**config.mk**
```make
export PLATFORM = sky130hd
export DESIGN_NAME = comp_page_scheduler
export DESIGN_NICKNAME = d
export VERILOG_FILES = /design/src/rtl/comp_page_scheduler_pkg.sv /design/src/rtl/comp_page_scheduler_arbiter.sv /design/src/rtl/comp_page_scheduler.sv
export SDC_FILE = /design/constraint.sdc
export NUM_CORES = 1
export LEC_CHECK = 0
export ABC_AREA = 0
export CORE_MARGIN = 4
export CORE_UTILIZATION = 50
export CTS_CLUSTER_DIAMETER = 60
export DETAILED_ROUTE_END_ITERATION = 8
export GPL_TIMING_DRIVEN = 1
export PLACE_DENSITY = 0.77
export RECOVER_POWER = 25
export SYNTH_ARGS = -nofsm -noshare
export SYNTH_HDL_FRONTEND = slang
export SYNTH_SLANG_ARGS = --single-unit
```
**constraint.sdc**
```tcl
create_clock -name aclk -period 4.1 [get_ports aclk]
set_clock_uncertainty 0.2 [all_clocks]
set_input_delay 0.41 -clock aclk [delete_from_list [all_inputs] [get_ports aclk]]
set_output_delay 0.41 -clock aclk [all_outputs]
set_load 0.1 [all_outputs]
```
**src/rtl/comp_page_scheduler_pkg.sv**
```systemverilog
// Shared constants and types for the compression page scheduler.
package comp_page_scheduler_pkg;

    localparam int unsigned COMP_CORES = 4;
    localparam int unsigned PAGE_SIZE  = 4096;
    localparam int unsigned VADDR_BITS = 48;

    typedef logic [VADDR_BITS-1:0]         vaddr_t;
    typedef logic [$clog2(COMP_CORES)-1:0] core_id_t;

    typedef enum logic [1:0] {
        IDLE,
        ISSUE,
        DRAIN,
        FIN
    } sched_state_t;

endpackage

```
**src/rtl/comp_page_scheduler_arbiter.sv**
```systemverilog
// Round-robin pick of the first eligible core at or after the pointer.
module rr_credit_arbiter #(
    parameter  int unsigned N_CORES = 4,
    localparam int unsigned ID_W    = (N_CORES > 1) ? $clog2(N_CORES) : 1
) (
    input  logic [N_CORES-1:0] eligible,
    input  logic [ID_W-1:0]    ptr,
    output logic [ID_W-1:0]    grant,
    output logic               any_grant
);

    // Scan cores starting at ptr, wrapping modulo N_CORES.
    always_comb begin
        int unsigned idx;
        idx       = 0;
        grant     = '0;
        any_grant = 1'b0;
        for (int unsigned i = 0; i < N_CORES; i++) begin
            idx = (32'(ptr) + i) % N_CORES;
            if (!any_grant && eligible[ID_W'(idx)]) begin
                any_grant = 1'b1;
                grant     = ID_W'(idx);
            end
        end
    end

endmodule

```
**src/rtl/comp_page_scheduler.sv**
```systemverilog
// Splits a buffer into page requests, dispatches them round-robin under
// per-core credits, tracks completions and reports job runtime.
module comp_page_scheduler
    import comp_page_scheduler_pkg::*;
#(
    parameter  int unsigned N_CORES    = COMP_CORES,
    parameter  int unsigned PAGE_SIZE  = comp_page_scheduler_pkg::PAGE_SIZE,
    parameter  int unsigned CREDITS    = 2,
    parameter  int unsigned NPAGE_BITS = 16,
    localparam int unsigned ID_W       = (N_CORES > 1) ? $clog2(N_CORES) : 1
) (
    input  logic                  aclk,
    input  logic                  areset,
    input  logic                  start,
    input  logic [VADDR_BITS-1:0] vaddr_base,
    input  logic [NPAGE_BITS-1:0] n_pages,
    output logic                  busy,
    output logic                  done,
    output logic [31:0]           cycles,
    output logic                  err,
    output logic                  req_valid,
    input  logic                  req_ready,
    output logic [VADDR_BITS-1:0] req_vaddr,
    output logic [31:0]           req_len,
    output logic [ID_W-1:0]       req_core,
    input  logic [N_CORES-1:0]    cmp_valid
);

    localparam int unsigned PAGE_SHIFT = $clog2(PAGE_SIZE);
    localparam int unsigned CRED_W     = $clog2(CREDITS + 1);

    sched_state_t          state;
    logic [VADDR_BITS-1:0] base;
    logic [NPAGE_BITS-1:0] npages;
    logic [NPAGE_BITS-1:0] issued;
    logic [NPAGE_BITS-1:0] completed;
    logic [31:0]           cyc_cnt;
    logic [ID_W-1:0]       rr_ptr;
    logic [CRED_W-1:0]     credit     [N_CORES];

    logic                  hs;
    logic [NPAGE_BITS-1:0] issued_nxt;
    logic [NPAGE_BITS-1:0] n_ok;
    logic [ID_W-1:0]       ptr_nxt;
    logic [N_CORES-1:0]    cmp_ok;
    logic [N_CORES-1:0]    cmp_bad;
    logic [N_CORES-1:0]    elig_nxt;
    logic [CRED_W-1:0]     credit_nxt [N_CORES];
    logic [VADDR_BITS-1:0] page_off;
    logic [ID_W-1:0]       grant;
    logic                  any_grant;

    assign req_len = 32'(PAGE_SIZE);

    // Next-cycle credits, pointer and issue index; the next request is chosen
    // from post-update credits so a handshake can be followed back-to-back.
    always_comb begin
        hs         = req_valid && req_ready;
        issued_nxt = issued + NPAGE_BITS'(hs);
        ptr_nxt    = rr_ptr;
        if (hs) begin
            ptr_nxt = (32'(req_core) == N_CORES - 1) ? '0 : req_core + ID_W'(1);
        end
        n_ok     = '0;
        cmp_ok   = '0;
        cmp_bad  = '0;
        elig_nxt = '0;
        for (int unsigned c = 0; c < N_CORES; c++) begin
            credit_nxt[c] = credit[c];
            cmp_ok[c]     = cmp_valid[c] && (state != IDLE) && (credit[c] != CRED_W'(CREDITS));
            cmp_bad[c]    = cmp_valid[c] && !cmp_ok[c];
            if (hs && (req_core == ID_W'(c))) begin
                credit_nxt[c] = credit_nxt[c] - CRED_W'(1);
            end
            if (cmp_ok[c]) begin
                credit_nxt[c] = credit_nxt[c] + CRED_W'(1);
            end
            elig_nxt[c] = (credit_nxt[c] != '0);
            n_ok        = n_ok + NPAGE_BITS'(cmp_ok[c]);
        end
        page_off = VADDR_BITS'(issued_nxt) << PAGE_SHIFT;
    end

    rr_credit_arbiter #(
        .N_CORES (N_CORES)
    ) u_arb (
        .eligible  (elig_nxt),
        .ptr       (ptr_nxt),
        .grant     (grant),
        .any_grant (any_grant)
    );

    // Job FSM, counters, credits and registered request outputs.
    always_ff @(posedge aclk) begin
        if (areset) begin
            state     <= IDLE;
            busy      <= 1'b0;
            done      <= 1'b0;
            err       <= 1'b0;
            cycles    <= '0;
            req_valid <= 1'b0;
            req_vaddr <= '0;
            req_core  <= '0;
            rr_ptr    <= '0;
            base      <= '0;
            npages    <= '0;
            issued    <= '0;
            completed <= '0;
            cyc_cnt   <= '0;
            for (int unsigned c = 0; c < N_CORES; c++) begin
                credit[c] <= CRED_W'(CREDITS);
            end
        end else begin
            done      <= 1'b0;
            rr_ptr    <= ptr_nxt;
            credit    <= credit_nxt;
            completed <= completed + n_ok;
            if (hs) begin
                issued <= issued_nxt;
            end
            if (|cmp_bad) begin
                err <= 1'b1;
            end
            if ((state != IDLE) && (cyc_cnt != '1)) begin
                cyc_cnt <= cyc_cnt + 32'd1;
            end
            case (state)
                IDLE: begin
                    busy <= 1'b0;
                    if (start) begin
                        busy      <= 1'b1;
                        base      <= vaddr_base;
                        npages    <= n_pages;
                        issued    <= '0;
                        completed <= '0;
                        cyc_cnt   <= '0;
                        err       <= |cmp_bad;
                        if (n_pages == '0) begin
                            state <= FIN;
                        end else begin
                            state     <= ISSUE;
                            req_valid <= any_grant;
                            req_vaddr <= vaddr_base;
                            req_core  <= grant;
                        end
                    end
                end
                ISSUE: begin
                    if (!req_valid || hs) begin
                        if (issued_nxt == npages) begin
                            req_valid <= 1'b0;
                            state     <= DRAIN;
                        end else if (any_grant) begin
                            req_valid <= 1'b1;
                            req_vaddr <= base + page_off;
                            req_core  <= grant;
                        end else begin
                            req_valid <= 1'b0;
                        end
                    end
                end
                DRAIN: begin
                    if (completed == npages) begin
                        state <= FIN;
                    end
                end
                FIN: begin
                    done   <= 1'b1;
                    cycles <= (cyc_cnt == '1) ? cyc_cnt : cyc_cnt + 32'd1;
                    state  <= IDLE;
                end
                default: state <= IDLE;
            endcase
        end
    end

endmodule
```
---- Word level (Yosys, flattened, before mapping) ----
Index checks and enable logic that the tools add are counted.
word-level totals
  register bits after elaboration ......... 226
  input bits .............................. 72
  output and inout bits ................... 118
  word-level logic and storage cells ...... 170
operators by class
  add/sub/neg operators ................... 19
  order comparisons ....................... 4
  equality and inequality tests ........... 21
  mux-type cells .......................... 64
  reductions and logical operators ........ 44
operators by type and width
  kind                                                         number
  2-to-1 mux 48 bit                                            5
  2-to-1 mux 32 bit                                            4
  case mux 48 bit (2 select lines)                             1
  2-to-1 mux 16 bit                                            5
  adder 48 x 28 -> 48 bit                                      1
  2-to-1 mux 2 bit                                             24
  adder 32 x 1 -> 32 bit (second input constant)               1
  == test 16 bit                                               2
  == test 32 bit (second input constant)                       1
  != test 32 bit (second input constant)                       1
  != test 2 bit (second input constant)                        11
  logical AND 1 bit                                            21
  2-to-1 mux 1 bit                                             18
  adder 16 x 1 -> 16 bit                                       1
  adder 16 x 4 -> 16 bit                                       1
  logical NOT 16 bit                                           1
  adder 2 x 1 -> 2 bit (second input constant)                 6
  less-than comparator 2 x 3 -> 1 bit (second input constant)  4
  nonzero test 2 bit                                           6
  binary-select mux 1 bit (select 2 bit)                       4
  == test 2 bit (second input constant)                        4
  logical NOT 1 bit                                            8
  case mux 2 bit (4 select lines)                              1
  AND reduction 4 bit                                          2
  13 further kinds                                             19

---- Logic depth before layout (Yosys ltp) ----
  word-level depth ........................ 22
  depth in mapped cells ................... 18
  gate-level depth less buffers ........... 15

---- Hierarchy ----
Synthesis repeated with hierarchy kept, for this count alone.
second synthesis, totals
  cell total of the unflattened synthesis .. 1559
  area total of the unflattened synthesis .. 12669.7 sq um
by module, submodules not included
  module               times used  cells an instance  area each (sq um)  seq. area each (sq um)
  comp_page_scheduler  1           1544               12592.1            4524.3
  rr_credit_arbiter    1           15                 77.6               0.0

---- Worst setup path after synthesis ----
OpenSTA, ideal clock, no wires.
  kind .................................... register to register
  start point ............................. register req_valid
  end point ............................... register req_vaddr[46]
  setup time .............................. 121 ps
  arrival time ............................ 4587 ps
  required time ........................... 3779 ps
  path slack .............................. -808 ps
  stages on the path, launching flop included .. 18
  path buffers ............................ 4
  clock period less this slack ............ 4908 ps
  path through ............................ dfxtp_1 -> buf_2 -> nand2_1 -> inv_1 -> ha_1 -> nand4_1 -> or3_1 -> clkbuf_1 -> xnor2_1 -> ha_1 -> clkbuf_1 -> and3_1 -> a31oi_1 -> a2111oi_2 -> clkbuf_1 -> or3_1 -> a31oi_1 -> mux2_4
between the ends
  longest elaborated chain between the ends .. 20
  elaborated cells on any way between the ends .. 56
  those cells by class .................... 9 x add/sub; 4 x eq/ne; 25 x mux; 18 x reduce/logical
RTL lines
  what                                                                              line                        text
  start: declaration                                                                comp_page_scheduler.sv:21   output logic req_valid,
  start signal: assignment                                                          comp_page_scheduler.sv:142  req_valid <= any_grant;
  parallel branches: the longest is 20 deep, another holds adder 48 x 28 -> 48 bit  -
  end signal: assignment                                                            comp_page_scheduler.sv:143  req_vaddr <= vaddr_base;
  end signal: assignment                                                            comp_page_scheduler.sv:155  req_vaddr <= base + page_off;
  end: declaration                                                                  comp_page_scheduler.sv:23   output logic [VADDR_BITS-1:0] req_vaddr,
Parallel ways; which one is timed is not known. The select of a mux whose other input is x is not followed.
A chain may end at the register's enable or synchronous reset.

---- Worst setup path after layout ----
  start point ............................. register req_valid
  end point ............................... register req_vaddr[33]
The elaborated chain is that of the path after synthesis.

==> impl_metrics.tcl <==
set metrics [dict create \
    synth-warning-count 0 \
    cts_tree "yes" \
    cts_buffer_depth 3 \
    remaining_drc_errors 0 \
    yosysTopAreaCellShare 0.3426 \
    cts_buffers 26 \
    antenna_found_initial 1 \
    root_buffer "clkbuf_16" \
    worst-setup-path-type "flip-flop to flip-flop" \
    period_share 0.9540 \
    synth_seq_area_share 0.3426 \
    synth_edf_count 0 \
    n_antenna_cell 0 \
    viasPerCell 5.593 \
    crit_path_start_kind "flip-flop" \
    finalHoldViolCount 0 \
    power.leakage_nw 6.196 \
    min_period_ns 3.911 \
    avgSynthCellArea_um2 8.053 \
    grt_usage 0.2332 \
    pwr-share-clk 0.242 \
    ys_types 82 \
    area_growth_pct 22.35 \
    final_core_util 0.6201 \
    placed_area_um2 15290 \
    start_util 0.5068 \
    rsz0062_at_grt "true" \
    setup_tns_ns 0 \
    fmax_mhz 255.7 \
    yosys.area.top_type "dfxtp_1" \
    die_h_um 170.5 \
    dominantRegCellSynth "dfxtp_1" \
    drt_iter0_markers 935 \
    num_vias 12040 \
    rows 59 \
    drive_above_1_share 0.1056 \
    switchingPower_mw 4.300 \
    first_pass_iters 5 \
    clkTransAtPathRegs_ns 0.06 \
    final_cell_mix "nand2_1 (269), dfxtp_1 (225), clkdlybuf4s50_1 (156)" \
    final_common_cell "nand2_1" \
    routed_wl_um 34850 \
    grt-ovfl-total 0 \
    status "finished, violations left" \
    p_comb_frac 0.458 \
    ant_nets 0 \
    endpoint_kind "flip-flop" \
    switching_share 0.4486 \
    grt_pass1_wl_um 57320 \
    io_buffer_count 157 \
    syn-instance-count 1640 \
    fin_nets 1908 \
    powerDensity_nw_per_um2 593.2 \
    cp.required_ns 4.38 \
    setup_viol 0 \
    grt_max_degree 78 \
    ir_drop_uv 763.5 \
    coreArea_um2 26060 \
    dp_hpwl_um 24570 \
    holdCritPathClass "input port to flip-flop" \
    ys_ff_latch 226 \
    place_congestion 0.9040 \
    die_w_um 170.5 \
    cts.sinks 226 \
    wl_per_cell_um 16.19 \
    drv_cap 2 \
    drv_slew 108 \
    syn-cell-area_um2 13210 \
    grt_pass1_vias 11560 \
    slew_headroom -0.2638 \
    io_pins 190 \
    fin_cells 2153 \
    finish.instance_area_um2 16160 \
    critPathMaxFanout 12 \
    crit_arrival_ns 4.19 \
    dpl.cell_count 2103 \
    seqPwrFrac 0.300 \
    async_flop_share 0 \
    die_area_um2 29080 \
    worstSkewPairLatency_ns 0.54 \
    htreeDepth 1 \
    violations "max-capacitance violations, max-slew violations" \
    fillers 2207 \
    synth_area_leaders "dfxtp_1 (34%), nand2_1 (7.7%), a21oi_1 (4.7%)" \
    internal_power_mw 5.285 \
    worst_pin_slew_ns 1.896 \
]
[repair_timing]
action / in CTS / in global routing
resized for setup: 1 / 5
hold buffers: 0 / 0
setup buffers: 0 / 3
endpoints found under the setup margin: 1 / 12
pin swaps: 0 / 2
endpoints found under the hold margin: 0 / 0
[final timing paths]
check	startpoint	endpoint	slack (ns)	cells after the start
min reg2reg	base[7]$_SDFFE_PP0P_	base[7]$_SDFFE_PP0P_	0.25	2
max	req_valid$_SDFFE_PP0P_	req_vaddr[33]$_SDFFE_PP0P_	0.19	16
min	areset	base[42]$_SDFFE_PP0P_	0.25	2
max reg2reg	req_valid$_SDFFE_PP0P_	req_vaddr[33]$_SDFFE_PP0P_	0.19	16
[power by group through the flow]
stage / sequential (mW) / clock, mW / combinational (mW)
2_1_floorplan: 4.42 / 0 / 1.89
3_3_place_gp: 2.90 / 0 / 4.35
3_5_place_dp: 2.91 / 0 / 4.41
4_1_cts: 2.87 / 2.37 / 4.42
5_1_grt: 2.92 / 2.46 / 4.64
6_report: 2.87 / 2.32 / 4.39
[state kept, by name (all words and copies together) (netlist names)]
name and flops:
done 1, err 1, req_valid 1, req_vaddr 48, state 2, cyc_cnt 32, rr_ptr 2, npages 16
credit 8, base 48, completed 16, issued 16, cycles 32, req_core 2, busy 1
[kinds of logic after synthesis]
logic type,after synthesis,synth area share
simple gates,676,0.2433
compound gates,310,0.1497
flops,226,0.3426
buf+inv,179,0.06613
xor+xnor,122,0.08091
mux,88,0.07949
fa+ha+maj,37,0.03733
other cells,2,0.0005687
[critical path, cell delays in order (launching register included)]
cell and delay (ns):
dfxtp_4 0.42, nand2_2 0.07, inv_2 0.11, ha_1 0.22, nand4_1 0.13, buf_4 0.17, nor2_1 0.19, nand3_1 0.15
xnor2_1 0.22, ha_1 0.31, a21oi_1 0.22, o21a_1 0.16, o32a_1 0.27, nand3_2 0.19, and4_1 0.26, a2111oi_2 0.34
mux2_4 0.21
[cells in the mapped netlist, drive strengths merged, types with 29 or more instances]
cell / count
a21oi: 125
buf: 63
clkbuf: 77
dfxtp: 226
ha: 33
inv: 37
mux2: 35
mux2i: 49
nand2: 270
nand3: 46
nor2: 142
nor2b: 29
nor3: 30
o21ai: 46
xnor2: 54
xor2: 68
[metrics by stage]
step	worst slack [ns]	hold WS (ns)	power (mW)
3_5_place_dp	-0.4480	0.2468	7.316
6_report	0.1887	0.2462	9.585
4_1_cts	0.05461	0.2224	9.669
2_1_floorplan	0.006732	0.2329	6.310
3_3_place_gp	-0.2608	0.2379	7.246
5_1_grt	-0.02042	0.2524	10.02
[metal layers]
metal	track usage	wire length, um	vias up
met3	0.03327	2045	54
met2	0.3996	16700	367
li1	-	-	5950
met4	0.05694	675	2
met5	0	13	-
met1	0.3117	15420	5669
[cell type report]
| type | count | area, um^2 | share of cell area |
|---|---|---|---|
| inverter | 39 | 146.4 | 0.009060 |
| clock inverter | 11 | 132.6 | 0.008208 |
| tap | 335 | 419.2 | 0.02594 |
| timing repair buffer | 241 | 2225 | 0.1377 |
| clock buffer | 36 | 728.2 | 0.04507 |
| multi-input combinational | 1265 | 7979 | 0.4938 |
| sequential | 226 | 4528 | 0.2802 |
No activity file was read; power rests on OpenSTA's default activity.
